## src/rtl/scanline_fill_engine.sv

```systemverilog
// Scanline fill engine: validates a bounding box, then turns one coverage-mask row
// per scanline into per-pixel frame-buffer writes with solid/checker/inverted modes.
module scanline_fill_engine #(
    parameter int COORD_W    = 12,
    parameter int LINE_W     = 64,
    parameter int FB_WIDTH   = 640,
    parameter int FB_HEIGHT  = 480,
    parameter int LAYER_W    = 1,
    parameter int PIX_W      = 24,
    parameter int ADDR_W     = 24,
    parameter int CHECK_LOG2 = 2
) (
    input  logic               clk,
    input  logic               n_rst,
    input  logic               start,
    input  logic [COORD_W-1:0] x_min,
    input  logic [COORD_W-1:0] y_min,
    input  logic [COORD_W-1:0] x_max,
    input  logic [COORD_W-1:0] y_max,
    input  logic [PIX_W-1:0]   color,
    input  logic [PIX_W-1:0]   alt_color,
    input  logic [1:0]         fill_mode,
    input  logic [LAYER_W-1:0] layer,
    input  logic               row_valid,
    input  logic [LINE_W-1:0]  row_mask,
    output logic               row_ready,
    output logic               mem_wr,
    output logic [ADDR_W-1:0]  mem_addr,
    output logic [PIX_W-1:0]   mem_wdata,
    input  logic               mem_ready,
    output logic               row_done,
    output logic               all_done,
    output logic               err,
    output logic               busy
);
    localparam int IDX_W = (LINE_W > 1) ? $clog2(LINE_W) : 1;
    localparam logic [ADDR_W-1:0] ROW_STRIDE   = ADDR_W'(FB_WIDTH);
    localparam logic [ADDR_W-1:0] LAYER_STRIDE = ADDR_W'(FB_WIDTH * FB_HEIGHT);

    typedef enum logic [2:0] {IDLE, CHECK, WAIT_ROW, SCAN, ROW_END, DONE} state_t;
    state_t state;

    logic [COORD_W-1:0] bx0, by0, bx1, by1, cur_y;
    logic [PIX_W-1:0]   col, alt;
    logic [1:0]         mode;
    logic [LAYER_W-1:0] lay;
    logic [LINE_W-1:0]  mask;
    logic [IDX_W-1:0]   idx, last_idx;

    logic [COORD_W-1:0] span;
    logic               bad;
    logic               last;
    logic [IDX_W-1:0]   p_idx;
    logic [LINE_W-1:0]  p_mask;
    logic [COORD_W-1:0] p_x;
    logic               p_eff;
    logic [ADDR_W-1:0]  p_addr;
    logic [PIX_W-1:0]   p_data;

    // Next pixel to present: pixel 0 of the incoming row, or idx+1 while scanning.
    always_comb begin
        span   = bx1 - bx0;
        bad    = (bx1 < bx0) || (by1 < by0) || (32'(span) >= LINE_W) ||
                 (32'(bx1) >= FB_WIDTH) || (32'(by1) >= FB_HEIGHT);
        last   = (idx == last_idx);
        p_idx  = (state == SCAN) ? idx + IDX_W'(1) : '0;
        p_mask = (state == SCAN) ? mask : row_mask;
        p_x    = bx0 + COORD_W'(p_idx);
        p_eff  = p_mask[p_idx] ^ (mode == 2'b10);
        p_addr = ADDR_W'(lay) * LAYER_STRIDE + ADDR_W'(cur_y) * ROW_STRIDE + ADDR_W'(p_x);
        p_data = ((mode == 2'b01) && (p_x[CHECK_LOG2] ^ cur_y[CHECK_LOG2])) ? alt : col;
    end

    always_ff @(posedge clk) begin
        if (!n_rst) begin
            state     <= IDLE;
            bx0       <= '0;
            by0       <= '0;
            bx1       <= '0;
            by1       <= '0;
            cur_y     <= '0;
            col       <= '0;
            alt       <= '0;
            mode      <= '0;
            lay       <= '0;
            mask      <= '0;
            idx       <= '0;
            last_idx  <= '0;
            row_ready <= 1'b0;
            mem_wr    <= 1'b0;
            mem_addr  <= '0;
            mem_wdata <= '0;
            row_done  <= 1'b0;
            all_done  <= 1'b0;
            err       <= 1'b0;
            busy      <= 1'b0;
        end else begin
            row_done <= 1'b0;
            all_done <= 1'b0;
            err      <= 1'b0;
            unique case (state)
                IDLE: begin
                    if (start) begin
                        bx0   <= x_min;
                        by0   <= y_min;
                        bx1   <= x_max;
                        by1   <= y_max;
                        col   <= color;
                        alt   <= alt_color;
                        mode  <= fill_mode;
                        lay   <= layer;
                        busy  <= 1'b1;
                        state <= CHECK;
                    end
                end
                CHECK: begin
                    cur_y    <= by0;
                    last_idx <= IDX_W'(span);
                    if (bad) begin
                        err      <= 1'b1;
                        all_done <= 1'b1;
                        state    <= DONE;
                    end else begin
                        row_ready <= 1'b1;
                        state     <= WAIT_ROW;
                    end
                end
                WAIT_ROW: begin
                    if (row_valid && row_ready) begin
                        row_ready <= 1'b0;
                        mask      <= row_mask;
                        idx       <= '0;
                        mem_wr    <= p_eff;
                        mem_addr  <= p_addr;
                        mem_wdata <= p_data;
                        state     <= SCAN;
                    end
                end
                SCAN: begin
                    // A pending write holds idx and all write outputs until accepted.
                    if (!mem_wr || mem_ready) begin
                        if (last) begin
                            mem_wr   <= 1'b0;
                            row_done <= 1'b1;
                            state    <= ROW_END;
                        end else begin
                            idx       <= idx + IDX_W'(1);
                            mem_wr    <= p_eff;
                            mem_addr  <= p_addr;
                            mem_wdata <= p_data;
                        end
                    end
                end
                ROW_END: begin
                    if (cur_y == by1) begin
                        all_done <= 1'b1;
                        state    <= DONE;
                    end else begin
                        cur_y     <= cur_y + COORD_W'(1);
                        row_ready <= 1'b1;
                        state     <= WAIT_ROW;
                    end
                end
                DONE: begin
                    busy  <= 1'b0;
                    state <= IDLE;
                end
                default: state <= IDLE;
            endcase
        end
    end
endmodule

```

## config.mk

```make
export PLATFORM = sky130hd
export DESIGN_NAME = scanline_fill_engine
export DESIGN_NICKNAME = d
export VERILOG_FILES = /design/src/rtl/scanline_fill_engine.sv
export SDC_FILE = /design/constraint.sdc
export NUM_CORES = 1
export LEC_CHECK = 0
export ABC_CLOCK_PERIOD_IN_PS = 4600
export CAP_MARGIN = 15
export CORE_MARGIN = 4
export CORE_UTILIZATION = 48
export DETAILED_ROUTE_END_ITERATION = 10
export PLACE_DENSITY = 0.83
export SLEW_MARGIN = 20
export SYNTH_ARGS = -nofsm -noshare
export SYNTH_HDL_FRONTEND = slang
export SYNTH_SLANG_ARGS = --single-unit
```

## constraint.sdc

```tcl
create_clock -name clk -period 4.6 [get_ports clk]
set_clock_uncertainty 0.1 [all_clocks]
set_input_delay 0.92 -clock clk [delete_from_list [all_inputs] [get_ports clk]]
set_output_delay 0.92 -clock clk [all_outputs]
set_load 0.005 [all_outputs]
```

# Word-level counts from Yosys, hierarchy flattened

Index checks and enable logic that the tools add are counted.

Divide/modulo/power cells: 0
Multiply operators: 2
Add/sub/neg operators: 6
Bitwise logic cells: 2
Magnitude comparators: 6
Multiplexer cells: 40
Shift operators: 0
Reduce and logical (&&, ||, !) cells: 23
Equality and inequality tests: 16

Operator list:

| kind                  | number |
|---|---|
| $mux 24               | 7 |
| $pmux 24 s2           | 2 |
| $mux 64               | 1 |
| $add 23x12->24        | 1 |
| $lt 12x12->1          | 2 |
| $mux 6                | 4 |
| $pmux 12 s2           | 1 |
| $add 20x22->23        | 1 |
| $mux 3                | 6 |
| $mul 12x3->15 const B | 1 |
| $pmux 3 s5            | 1 |
| $add 12x1->12 const B | 1 |
| $add 12x6->12         | 1 |
| $eq 12x12->1          | 1 |
| $ge 12x10->1 const B  | 1 |
| $ge 12x7->1 const B   | 1 |
| $ge 12x9->1 const B   | 1 |
| $mux 12               | 1 |
| $ne 2x2->1 const B    | 6 |
| $pmux 6 s2            | 1 |
| $reduce_and 4->1      | 3 |
| $sub 12x12->12        | 1 |
| $mux 1                | 11 |
| $reduce_and 2->1      | 5 |
| 21 further kinds      | 34 |

Latch bits: 0
Memory bits (writable): 0
Flip-flop bits (word level): 244
Memories: 0
Memory bits (read-only): 0
Input bits: 168
Output and inout port bits: 54

# Logic depth before layout (Yosys ltp)

Gate-level depths: netlist of run 1.

Word-level depth: 9
Mapped depth: 24
Mapped depth without buffers: 23

# Worst setup path before layout of run 1

OpenSTA, ideal clock, no wires.

Kind: register to register
From: register idx[1]
To: register mem_addr[19]
Data required time: 4.368 ns
Path buffers: 2
Arrival time: 4.565 ns
Setup slack: -0.197 ns
Library setup time: 0.132 ns
Stages on the path, launching flop included: 24
Cells stage by stage: dfxtp_1 ha_1 buf_2 buf_2 nand2_1 inv_1 ha_1 a21o_1 a21o_1 maj3_1 a21oi_1 nor2b_1 o21ai_1 xnor2_1 ha_1 fa_1 a21o_1 a21oi_1 o21bai_1 a21oi_1 o21ai_0 a311o_1 nand4_1 a21oi_1

Word-level cells in the longest chain between the ends: 7

Ends and longest elaborated chain:

| what                   | RTL line | text |
|---|---|---|
| from (decl)            | 48       | `logic [IDX_W-1:0] idx, last_idx;` |
| from (signal assigned) | 147      | `idx <= idx + IDX_W'(1);` |
| $add 6x1->6 (*)        | 66       | `p_idx = (state == SCAN) ? idx + IDX_W'(1) : '0;` |
| $mux 6 (*)             | 66       |  |
| named net p_idx[1]     | 53       | `logic [IDX_W-1:0] p_idx;` |
| $add 12x6->12 (*)      | 68       | `p_x = bx0 + COORD_W'(p_idx);` |
| $add 23x12->24 (*)     | 70       | `p_addr = ADDR_W'(lay) * LAYER_STRIDE + ADDR_W'(cur_y) * ROW_STRIDE + ADDR_W'(p_x);` |
| $mux 24                | 142      | `if (last) begin` |
| $mux 24                | 141      | `if (!mem_wr \|\| mem_ready) begin` |
| $pmux 24 s2 (*)        | 101      | `unique case (state)` |
| to (signal assigned)   | 134      | `mem_addr <= p_addr;` |
| to (signal assigned)   | 149      | `mem_addr <= p_addr;` |
| to (decl)              | 28       | `output logic [ADDR_W-1:0] mem_addr,` |

The timed path passes the listed nets; every way through them passes the cells marked *. The select of a mux whose other input is x is not followed.
A chain may end at the register's enable or synchronous reset.

# Worst setup path in the final report of run 1

From: register idx[0]
To: register mem_addr[19]

Same word-level chain as after synthesis.

==> results.md, run 1 <==
- HP Class: reg2reg
- Final setup violation count: 0
- Layout cells sized above 1: 0.0908
- Met1 usage in global routing: 0.290
- Worst slack, placed: 0.0121 ns
- NetSw: 2.71 mW
- Fin nets: ~1900
- Starting Density: 0.494
- Post-synth top area share: 0.400
- Post-synth top flop: dfxtp_1
- YS warnings: 0
- Post-Syn Area per Cell: roughly 8.0 um2
- Die Y: around 170 um
- Worst slew pin tran: just over 1 ns
- Area delta synth->final: 29.8%
- Clock tree sinks: between 200 and 250
- Drt wl/cell: 16.7 um
- Worst slew margin: 0.309
- Post-DRT Antenna Nets: 0
- Drc violations: 0
- Final Wtd Congestion: around 0.92
- Outcome: finished, final reports clean
- Final count of hold timing violations: 0
- Register share of total power: 0.351
- Clk Latency, worst-skew pair: about 0.53 ns
- Cell Area, Synth: roughly 12000 um2
- Syn Inst Count: about 1500
- Die area: about 28000 um2
- Leakage: roughly 6.0 nW
- Setup CP Type: reg2reg
- Internal power of the cells: a little over 5 mW
- # fillers: between 2000 and 2500
- Combinational power share: 0.359
- P per Cell Area: roughly 490 nW/um2
- Pin count of the biggest net entering global routing: 100
- Dominant cell type by area after synthesis: dfxtp_1
- Seq cells post-synth: between 200 and 250
- VDD IR max: between 0.3 and 0.4 mV
- Worst path max stage delay: about 0.4 ns
- Max-slew violation count: 0
- Synth unique cells: slightly above 70
- Final WS setup: 0.183 ns
- Vias/cell: 5.53
- Final Util: 0.641
- DP Wirelength: around 25000 um
- Die Span X: ~170 um
- First-pass GRT wire length: 55300 um
- CTS Root Cell: clkbuf_16
- Crit-path slowest cell: maj3_1
- Ports: about 220
- Top Usage Layer GRT: met2
- Async S/R FF share, synth: 0
- Clock power frac: 0.290
- Post-synth EDFFs: 0
- Buffers on Ports: 220
- Cts hold-fix bufs: 0
- GRT Util Overall: 0.236
- Critical Path Sink Type: flip-flop
- Max Buffers Root-to-Sink: 3
- Net Sw Frac: 0.349
- Hold slack final: between 0.3 and 0.4 ns
- Period minus WS final: about 4.4 ns
- Sequential-to-total area share from yosys stat: 0.400
- Worst-path maximum fanout: 3
- CTS tree: yes
- Reg clk slew, reported paths: around 0.060 ns
- Vias post-DR: between 10000 and 15000
- Startpoint Class: flip-flop
- Row count: 57
- Max Clk Rate: approximately 230 MHz
- Initial antenna violation count: 4
- Drt first pass iters: 5
- Drt total wl: approximately 34000 um
- Cell Chain, Critical Path: ha_2 -> nand2_1 -> inv_1 -> ha_1 -> a21o_1 -> a21o_1 -> maj3_1 -> a21oi_2 -> nor2b_1 -> o21ai_2 -> buf_4 -> nor2_1 -> xnor2_1 -> ha_1 -> a21o_1 -> a21oi_2 -> o21bai_1 -> a21oi_2 -> o21ai_2 -> a311o_1 -> nand4_1 -> a21oi_1
- Largest cells by area after synthesis: dfxtp_1, nand2_1, a21oi_1
- Vias in the first global route: around 11000
- Total congestion overflow: 0
- TritonCTS buffer count: 26
- Drt initial violations: roughly 800
- Met3 Track Usage GR: 0.0718
- Max_cap viols: 0
- Grt met2 use: 0.392
- Critical Path AT: between 4 and 5 ns
- Core Footprint: about 25000 um2
- Critical path required time: around 4.9 ns
- Final period utilization: 0.960
- Syn_nets: ~1700
- H-tree depth: 1
## layer usage
| metal | wire [um] | vias to the layer above |
|---|---|---|
| met5 | 48 | - |
| met4 | 1170 | 8 |
| met3 | 2980 | 94 |
| met2 | 15900 | 395 |
| met1 | 14000 | 5249 |
| li1 | - | 5565 |
## cells in the final DEF (no fill, tap or decap), types with 5 or more instances in the layout
cell             instances
o21ai_0                 32
o31ai_1                  7
mux2_2                   6
o21a_1                   5
o21bai_1                 5
xor2_1                  10
nor3_1                  10
bufinv_16                5
ha_1                    57
dfxtp_1                239
buf_4                   31
a21oi_1                230
and3_1                   8
clkdlybuf4s50_1        220
nand4_1                 11
buf_12                   7
mux2i_1                 33
clkbuf_16               27
a211oi_1                35
a21o_1                  12
o221a_2                  6
or2_2                    5
o211ai_1                 5
nand3_1                 18
inv_1                   43
xnor2_1                 39
nor2b_1                  6
nand2b_1                 7
clkinv_2                 8
nor2_1                  76
a31oi_1                  9
mux4_2                  14
and2_1                   7
nand2_1                391
nand3b_1                 6
## final timing paths
| path | from | to | slack [ns] | depth (start not counted) |
|---|---|---|---|---|
| max | idx[0]$_SDFFE_PN0P_ | mem_addr[19]$_SDFFE_PN0P_ | 0.18 | 22 |
| min | mask[60]$_SDFFE_PN0P_ | mask[60]$_SDFFE_PN0P_ | 0.35 | 2 |
| max reg2reg | idx[0]$_SDFFE_PN0P_ | mem_addr[19]$_SDFFE_PN0P_ | 0.18 | 22 |
| min reg2reg | mask[60]$_SDFFE_PN0P_ | mask[60]$_SDFFE_PN0P_ | 0.35 | 2 |
## metrics by stage
step | cell area [um2] | std cells | total power [mW] | setup TNS [ns]
final | 15800 | 2044 | 7.78 | 0
after global routing | 15800 | 2043 | 8.26 | -0.00401
after CTS | 15700 | 2041 | 7.77 | 0
after detailed placement | 14800 | 1993 | 5.50 | 0
after global placement | 14800 | 1993 | 5.42 | 0
after floorplan | 12200 | 1510 | 4.51 | 0
## critical path: cells and delay by family, from the launching register on
family	cells	cell delay (ns)
AND/OR/NAND/NOR	4	0.30
buffers and inverters	2	0.20
adder cells (fa/ha/maj)	4	1.29
XOR/XNOR	1	0.12
AO/OA/AOI/OAI	11	1.93
flip-flops	1	0.34
## cells by family (layout without fill, tap and decap cells)
group,Yosys count,after routing,share of synthesized area
and+or+nand+nor,576,576,0.201
AOI/OAI and AO/OA,380,380,0.184
DFF,243,243,0.400
buffers and inverters,140,349,0.0465
adders and majority gates,65,65,0.0690
muxes,53,53,0.0587
xor gates and xnor gates,52,52,0.0392
other,1,2,0.000309
## cell type report
cell class | count | area [um2] | share of cell area
antenna | 1 | 2.50 | 0.000159
clock buffer | 31 | 711 | 0.0451
clock inverter | 16 | 215 | 0.0137
inverter | 44 | 170 | 0.0108
multi-input combinational | 1127 | 6820 | 0.432
sequential | 243 | 4870 | 0.309
tap | 324 | 405 | 0.0257
timing repair buffer | 258 | 2570 | 0.163
## power by group through the flow
stage / registers, mW / clock network (mW) / logic, mW
3_3_place_gp: 2.75 / 0 / 2.67
2_1_floorplan: 2.68 / 0 / 1.83
4_1_cts: 2.72 / 2.29 / 2.77
5_1_grt: 2.77 / 2.39 / 3.10
3_5_place_dp: 2.76 / 0 / 2.74
6_report: 2.73 / 2.26 / 2.79
## cells in the mapped netlist, drive strengths merged (7+ instances only)
| master | number |
|---|---|
| dfxtp | 243 |
| nand4 | 11 |
| a21o | 12 |
| xnor2 | 40 |
| a21oi | 234 |
| nand3 | 18 |
| mux4 | 14 |
| xor2 | 11 |
| and2 | 8 |
| and3 | 8 |
| a31oi | 9 |
| buf | 12 |
| ha | 59 |
| inv | 43 |
| clkbuf | 84 |
| o31ai | 7 |
| nand2b | 8 |
| a211oi | 36 |
| nor3 | 12 |
| mux2i | 33 |
| o21ai | 37 |
| nand2 | 392 |
| nor2 | 79 |
## state kept, by name, indices dropped and copies added (netlist names)
register,flops
col,24
by0,12
idx,6
bx0,12
all_done,1
row_done,1
by1,12
mem_addr,23
mem_wr,1
busy,1
row_ready,1
state,3
cur_y,12
bx1,12
last_idx,6
alt,24
mem_wdata,24
lay,1
mode,2
mask,64
err,1
## what timing repair did
item,4_1_cts,5_1_grt
buffers inserted,1,2
endpoints found under the setup margin,3,9
pin swaps,1,10
resized for setup,2,20
(Power assumes the default switching activity.)
==> run 2: changes to the inputs <==
- CORE_ASPECT_RATIO: unset -> 0.7
==> results.md, run 2 (synthesized netlist as in run 1, its figures left out) <==
- Buffers on Ports: 220 (unchanged)
- Critical Path Sink Type: flip-flop (unchanged)
- Drt total wl: 35000 um (was 34100 um)
- Period minus WS final: 4.37 ns (was 4.42 ns)
- Internal power of the cells: 4.84 mW (was 5.06 mW)
- Reg-to-reg slack, setup: 0.23 ns (was 0.18 ns)
- Vias/cell: 5.56 (was 5.53)
- Area occupied by multi-input gates: 6830 um2 (was 6820 um2)
- H-tree depth: 1 (unchanged)
- Initial antenna violation count: 0 (was 4)
- Critical Path AT: 4.65 ns (was 4.73 ns)
- Reg clk slew, reported paths: 0.06 ns (about the same)
- Max-slew violation count: 0 (unchanged)
- P per Cell Area: 481 nW/um2 (was 493 nW/um2)
- Layout cells sized above 1: 0.0864 (was 0.0908)
- Die Span X: 198 um (was 167 um)
- Row count: 48 (was 57)
- Register share of total power: 0.363 (was 0.351)
- FF-to-FF Start: state[2]$_SDFFE_PN0P_ (was idx[0]$_SDFFE_PN0P_)
- Vias post-DR: 11300 (about the same)
- TritonCTS buffer count: 25 (was 26)
- Die area: 28000 um2 (was 27900 um2)
- Starting Density: 0.490 (was 0.494)
- Outcome: finished, final reports clean (unchanged)
- Most common cell after layout, fill and taps aside: nand2_1 (unchanged)
- Core Footprint: 24800 um2 (was 24600 um2)
- Max_cap viols: 0 (unchanged)
- Hold Path End: mask[34]$_SDFFE_PN0P_ (was mask[60]$_SDFFE_PN0P_)
- Top Usage Layer GRT: met1 (was met2)
- Most flops, register: mask (unchanged)
- Met1 usage in global routing: 0.369 (was 0.290)
- Fin nets: 1928 (was 1931)
- Max Clk Rate: 229 MHz (was 226 MHz)
- Final period utilization: 0.950 (was 0.960)
- WHS Path Cells: 2 (unchanged)
- Drc violations: 0 (unchanged)
- Die Y: 141 um (was 167 um)
- Startpoint Class: flip-flop (unchanged)
- Worst slew pin tran: 0.858 ns (was 1.03 ns)
- Critical path required time: 4.88 ns (was 4.91 ns)
- Met3 Track Usage GR: 0.0339 (was 0.0718)
- Design Area, Final: 15600 um2 (was 15800 um2)
- Drt wl/cell: 17.2 um (was 16.7 um)
- Worst slew margin: 0.413 (was 0.309)
- Clock power frac: 0.267 (was 0.290)
- Worst R2R Path Depth: 23 (was 22)
- CTS tree: yes (unchanged)
- R2R Path End: mem_addr[19]$_SDFFE_PN0P_ (unchanged)
- First-pass GRT wire length: 55400 um (was 55300 um)
- Ports: 222 (unchanged)
- Hold_sp: mask[34]$_SDFFE_PN0P_ (was mask[60]$_SDFFE_PN0P_)
- Dpl cell area: 14700 um2 (was 14800 um2)
- Antenna Cells: 0 (was 1)
- Cts hold-fix bufs: 0 (unchanged)
- Combinational power share: 0.371 (was 0.359)
- Drt initial violations: 876 (was 809)
- Max Buffers Root-to-Sink: 3 (unchanged)
- Final count of hold timing violations: 0 (unchanged)
- Total congestion overflow: 0 (unchanged)
- HP Class: reg2reg (unchanged)
- Clk Latency, worst-skew pair: 0.52 ns (was 0.53 ns)
- Pin count of the biggest net entering global routing: 68 (was 100)
- Commonest cells after routing, fill and taps aside: nand2_1, dfxtp_1, a21oi_1 (unchanged)
- Worst-path maximum fanout: 5 (was 3)
- Post-DRT Antenna Nets: 0 (unchanged)
- VDD IR max: 0.366 mV (was 0.393 mV)
- Final Wtd Congestion: 0.972 (was 0.919)
- Net Sw Frac: 0.357 (was 0.349)
- Vias in the first global route: 10700 (was 11200)
- NetSw: 2.68 mW (was 2.71 mW)
- GRT Util Overall: 0.239 (was 0.236)
- DP Wirelength: 26000 um (was 24800 um)
- Grt met2 use: 0.360 (was 0.392)
- Sequential Area: 4870 um2 (about the same)
- Max reg flops: 64 (unchanged)
- Leakage: 5.90 nW (was 5.97 nW)
- Final setup violation count: 0 (unchanged)
- Area delta synth->final: 28.7% (was 29.8%)
- Setup CP Type: reg2reg (unchanged)
- Final Util: 0.630 (was 0.641)
- Clock tree sinks: 243 (unchanged)
- Hold slack final: 0.351 ns (about the same)
- CTS Root Cell: clkbuf_16 (unchanged)
- Drt first pass iters: 5 (unchanged)
- # fillers: 2115 (was 2059)
-- run 2: cell types whose count changed in the layout (fill, tap and decap cells not counted), sizes merged --
cell,delta
inv,+1
clkbuf,+2
buf,-2
diode,-1
clkinv,-4
bufinv,-3
-- run 2: through the flow --
step,instances,setup slack [ns],power [mW],TNS [ns]
5_1_grt,2038,-0.0380,7.96,-0.0683
2_1_floorplan,1510,0.0213,4.51,0
3_3_place_gp,1991,0.129,5.40,0
6_report,2038,0.228,7.52,0
4_1_cts,2034,0.0295,7.50,0
3_5_place_dp,1991,0.0113,5.48,0
-- run 2: area by class of cell --
cell class	count	area share
clock buffer	33	0.0445
clock inverter	10	0.00705
inverter	44	0.0109
multi-input combinational	1127	0.437
sequential	243	0.312
tap	325	0.0260
timing repair buffer	256	0.163
-- run 2: repair_timing --
item	4_1_cts	5_1_grt
gates resized for setup	4	19
setup endpoints to repair	3	9
pin swaps	1	13
buffers inserted	0	4
-- run 2: power by group through the flow --
stage,sequential (mW),combinational [mW],clock (mW)
floorplan,2.68,1.83,0
global placement,2.74,2.65,0
detailed placement,2.76,2.72,0
CTS,2.72,2.74,2.04
global route,2.77,3.08,2.12
finish,2.73,2.79,2.00
-- run 2: worst max path at each step --
stage / startpoint / to / slack, ns / depth (start not counted)
2_1_floorplan: idx[1]$_SDFFE_PN0P_ / mem_addr[19]$_SDFFE_PN0P_ / 0.02 / 23
3_3_place_gp: state[2]$_SDFFE_PN0P_ / mem_addr[18]$_SDFFE_PN0P_ / 0.13 / 23
3_5_place_dp: idx[0]$_SDFFE_PN0P_ / mem_addr[19]$_SDFFE_PN0P_ / 0.01 / 20
4_1_cts: state[2]$_SDFFE_PN0P_ / mem_addr[19]$_SDFFE_PN0P_ / 0.03 / 23
5_1_grt: state[2]$_SDFFE_PN0P_ / mem_addr[19]$_SDFFE_PN0P_ / -0.04 / 23
6_report: state[2]$_SDFFE_PN0P_ / mem_addr[19]$_SDFFE_PN0P_ / 0.23 / 23
-- run 2: worst max-delay path, stage by stage (launching register included) --
cell      delay [ns]
dfxtp_2         0.34
nand2b_1        0.15
or2_2           0.30
nor2_2          0.10
ha_2            0.19
inv_1           0.05
fa_2            0.34
inv_1           0.07
a21o_1          0.13
maj3_2          0.19
a21o_1          0.12
a21o_1          0.13
and2_4          0.15
nand2_1         0.08
xnor2_2         0.18
fa_2            0.35
a21o_1          0.18
a21oi_2         0.17
o21bai_1        0.11
a21oi_2         0.21
o21ai_2         0.10
a311o_1         0.32
nand4_1         0.09
a21oi_1         0.06
-- run 2: per-layer routing --
layer	up-vias	wire length, um
li1	5558	-
met1	5340	16700
met4	0	452
met2	396	15300
met5	-	0
met3	40	2590
